===== src/rtl/multi_button_control.sv =====
// Debounced multi-button vote qualifier with conflict rejection and post-vote lockout.
// Define BUTTON_SYNC_EN to add a 2-flop synchroniser on every button input.
module multi_button_control #(
    parameter int NUM_BUTTONS     = 4,
    parameter int DEBOUNCE_CYCLES = 10,
    parameter int LOCKOUT_CYCLES  = 16
) (
    input  logic                           clock,
    input  logic                           reset_n,
    input  logic [NUM_BUTTONS-1:0]         button,
    input  logic                           enable,
    output logic [NUM_BUTTONS-1:0]         valid_vote,
    output logic [$clog2(NUM_BUTTONS)-1:0] vote_id,
    output logic                           conflict,
    output logic                           busy
);

    localparam int CW = $clog2(DEBOUNCE_CYCLES + 1);
    localparam int LW = $clog2(LOCKOUT_CYCLES + 1);
    localparam int IW = $clog2(NUM_BUTTONS);
    localparam logic [CW-1:0] CNT_MAX  = CW'(DEBOUNCE_CYCLES);
    localparam logic [CW-1:0] CNT_QUAL = CW'(DEBOUNCE_CYCLES - 1);
    localparam logic [LW-1:0] LOCK_LD  = LW'(LOCKOUT_CYCLES - 1);

    typedef enum logic {IDLE, LOCKOUT} state_t;

    state_t                 state, state_next;
    logic [LW-1:0]          lock_cnt, lock_next;
    logic [CW-1:0]          count [NUM_BUTTONS];
    logic [NUM_BUTTONS-1:0] sampled;
    logic [NUM_BUTTONS-1:0] qual;
    logic [IW-1:0]          qual_idx;
    logic [NUM_BUTTONS-1:0] vote_next;
    logic [IW-1:0]          id_next;
    logic                   conflict_next;

`ifdef BUTTON_SYNC_EN
    logic [NUM_BUTTONS-1:0] sync1, sync2;

    always_ff @(posedge clock or negedge reset_n) begin
        if (!reset_n) begin
            sync1 <= '0;
            sync2 <= '0;
        end else begin
            sync1 <= button;
            sync2 <= sync1;
        end
    end

    assign sampled = sync2;
`else
    assign sampled = button;
`endif

    // Saturating counters: a held button qualifies exactly once per press
    always_ff @(posedge clock or negedge reset_n) begin
        if (!reset_n) begin
            for (int i = 0; i < NUM_BUTTONS; i++) count[i] <= '0;
        end else begin
            for (int i = 0; i < NUM_BUTTONS; i++) begin
                if (!sampled[i])
                    count[i] <= '0;
                else if (count[i] < CNT_MAX)
                    count[i] <= count[i] + CW'(1);
            end
        end
    end

    always_comb begin
        qual     = '0;
        qual_idx = '0;
        for (int i = 0; i < NUM_BUTTONS; i++) begin
            qual[i] = sampled[i] && (count[i] == CNT_QUAL);
            if (qual[i]) qual_idx = IW'(i);
        end
    end

    always_ff @(posedge clock or negedge reset_n) begin
        if (!reset_n) begin
            state      <= IDLE;
            lock_cnt   <= '0;
            valid_vote <= '0;
            vote_id    <= '0;
            conflict   <= 1'b0;
        end else begin
            state      <= state_next;
            lock_cnt   <= lock_next;
            valid_vote <= vote_next;
            vote_id    <= id_next;
            conflict   <= conflict_next;
        end
    end

    always_comb begin
        state_next = state;
        lock_next  = lock_cnt;
        unique case (state)
            IDLE: begin
                if (enable && (|qual)) begin
                    state_next = LOCKOUT;
                    lock_next  = LOCK_LD;
                end
            end
            LOCKOUT: begin
                if (lock_cnt == '0)
                    state_next = IDLE;
                else
                    lock_next = lock_cnt - LW'(1);
            end
        endcase
    end

    always_comb begin
        vote_next     = '0;
        id_next       = vote_id;
        conflict_next = 1'b0;
        if (state == IDLE && enable && (|qual)) begin
            if ($onehot(qual)) begin
                vote_next = qual;
                id_next   = qual_idx;
            end else begin
                conflict_next = 1'b1;
            end
        end
    end

    assign busy = (state == LOCKOUT);

endmodule


===== config.mk =====
export PLATFORM = sky130hd
export DESIGN_NAME = multi_button_control
export DESIGN_NICKNAME = d
export VERILOG_FILES = /design/src/rtl/multi_button_control.sv
export SDC_FILE = /design/constraint.sdc
export NUM_CORES = 1
export LEC_CHECK = 0
export ABC_AREA = 1
export BUFFER_PORTS_ARGS = -buffer_cell sky130_fd_sc_hd__buf_2
export CAP_MARGIN = 5
export CORE_AREA = 2 2 55 57
export CTS_CLUSTER_DIAMETER = 200
export DETAILED_ROUTE_END_ITERATION = 16
export DIE_AREA = 0 0 57 59
export PLACE_DENSITY = 0.88
export SYNTH_ARGS = -nofsm -noshare
export SYNTH_HDL_FRONTEND = slang
export SYNTH_SLANG_ARGS = --single-unit

===== constraint.sdc =====
create_clock -name clock -period 3.4 [get_ports clock]
set_input_delay 0.34 -clock clock [delete_from_list [all_inputs] [get_ports clock]]
set_output_delay 0.34 -clock clock [all_outputs]
set_load 0.005 [all_outputs]

==> impl_results.md <==
* Initial Util at 57.2%
* Avg Cell Area, Syn at 9.33 sq um
* Synth Instances at 166
* Hold WC Path Type: in -> async
* Synth cell types at 25
* #FFs+latches synth at 29
* Largest fanout on the critical path at 6
* Cell Area, Synth at 1550 sq um
* # fillers at 238
* Post-layout minimum cycle time at 2950 ps
* Tot GR Track Use at 19.5%
* Vias per cell at 5.42
* CTS Root Buffer Type: clkbuf_4
* Cell mode on critical path: ha_1
* Cell Rows at 19
* First-pass GRT wire length at 4910 um
* Fin. max-slew vios at 0
* H-tree depth at 2
* CTS buffer count at 5
* Die Area at 3360 sq um
* Post-CTS Setup Inserts at 0
* Required time worst endpoint at 3630 ps
* RSZ-0062 raised after global routing: false
* Largest net degree at the start of global routing at 30
* TritonRoute pass-1 iters at 4
* Port Buf Inserts at 14
* Placeable core area at 2710 sq um
* Crit-path max cell delay at 470 ps
* Flop2flop setup slack at 450 ps
* Die span in x at 57 um
* Setup TNS at 0 ps
* Clock buffer depth at 2
* Worst Setup Path Type: reg -> reg
* Worst Skew at 8.74 ps
* Yosys warns at 0
* Final wirelength at 2850 um
* Max-cap viol count at 0
* Maximum VDD drop at 510 uV
* TritonCTS clock tree: yes
* Actual slew at the worst max-slew pin at 621 ps
* Crit path max-delay cell type: nor3b_1
* Status: completed
* Initial antenna violation count at 0
* # hold bufs at CTS at 0
* Seq/Total Area, Yosys at 46.8%
* Post-Syn Nets at 187
* Die Y at 59 um
* Final Non-Filler Cells at 219
* Post-DP HPWL at 2210 um
* Clock sinks at 29
* # nets final at 208
* Placed Cells at 211
* GRT Residual Overflow at 0
* Wire length per cell at 13.0 um
* Ports at 15
* Critical path capture point type: register
* DR DRC count at 0
* Resized Gates After CTS at 0
* Starting DRT DRC Count at 69
* Setup violations, final at 0
* Fin. Hold Viols at 0
* Layout overhead on the synthesized area at 11.6%
* # diodes at 0
* Leak at 0.000950 uW
* Antenna Violating Nets Remaining at 0
* Clock transition at the registers of the reported paths at 90 ps
* Crit share post-route at 86.9%
* Power per cell area at 611 nW/um^2
* CP delay by family, top: adder cells
* Relative slew slack at 58.6%
* Worst Path Buf+Inv at 2
* Clock Latency Late Sink at 340 ps
* Routability cong. at 0.816
* Startpoint Class: register
* Vias in the first global route at 1198
* Fmax at 0.339 GHz
* CP arrival at 3180 ps
* Vias at 1187
* Share of cells above drive strength 1 at 19.1%
* Cell breakdown of the critical path: inv_1, ha_1, nand2_1, nor2_1, inv_1, ha_1, ha_1, ha_1, ha_1, nor3b_1, nand3_2, nand2_1, nand2_1
==> cells by family after synthesis <==
logic type      count (synthesis)  synth area share (%)
fa+ha+maj                      14                  11.3
flops                          29                  46.9
compound gates                 30                  11.4
buf+inv                        22                  5.33
simple gates                   71                  25.1
==> final timing paths <==
path | start | end | cells after the start
min | reset_n | count[5] | 1
min in group clock | button[2] | count[6] | 3
max | count[9] | vote_id[0] | 13
max in group asynchronous | reset_n | count[15] | 1
max reg2reg | count[9] | vote_id[0] | 13
min reg2reg | count[15] | count[15] | 2
==> Yosys cell counts (all sizes together) <==
| cell type | n | area, sq um |
|---|---|---|
| nand4 | 6 | 52.6 |
| nor3b | 2 | 15.0 |
| nand3 | 12 | 77.6 |
| or2 | 1 | 6.26 |
| inv | 22 | 82.6 |
| dfrtp | 29 | 726 |
| o22ai | 4 | 25.0 |
| and3 | 1 | 6.26 |
| nor2 | 10 | 53.8 |
| o21ai | 9 | 63.8 |
| a21oi | 16 | 80.1 |
| o21bai | 1 | 7.51 |
| ha | 14 | 175 |
| nand2 | 38 | 168 |
| nor3 | 1 | 10.0 |
==> routing by layer <==
layer / part of all wire (%) / GRT usage, % / vias up
met5: 0 / 0 / -
met3: 4.5 / 6.55 / 4
met2: 53 / 35.1 / 20
met1: 42 / 21.4 / 566
li1: - / - / 597
met4: 1.1 / 6.98 / 0
==> placed cells by master, fill, tap and decap left out, types with 3 or more instances in the layout <==
cell	n
a21oi_1	16
buf_2	14
clkbuf_4	5
dfrtp_1	29
ha_1	14
inv_1	21
nand2_1	34
nand2_4	3
nand3_1	10
nand4_1	5
nor2_1	9
o21ai_0	4
o22ai_1	4
==> metrics by stage <==
stage               power (uW)  hold WS (ps)  utilization, %  instance area (sq um)  setup slack, ps
finish                    1060          12.0            63.8                   1730              446
global placement           778           385            61.2                   1660              705
detailed placement         822           394            61.2                   1660              475
floorplan                  732          44.4               -                   1550              800
CTS                       1070          20.5            63.8                   1730              462
global route              1140          55.8            63.8                   1730              229
==> report_power, final <==
group          switching (uW)  internal [uW]  total [uW]
clock                     121            120         241
sequential               94.9            428         523
combinational             175            117         292
total                     391            665        1060
==> cell type report <==
cell class | instances | area [sq um] | share of cell area, %
clock buffers | 7 | 65.1 | 3.77
repair buffers | 14 | 70.1 | 4.06
clock inverters | 1 | 5.00 | 0.290
inverters | 22 | 82.6 | 4.78
well taps | 31 | 38.8 | 2.24
multi-input cells | 115 | 741 | 42.9
flip-flops and latches | 29 | 726 | 42.0
==> sequential cells by signal, indices dropped and copies added, names as in the netlist <==
register,count
count,16
lock_cnt,5
busy,1
conflict,1
vote_id,2
valid_vote,4
No activity file was read; power rests on OpenSTA's default activity.
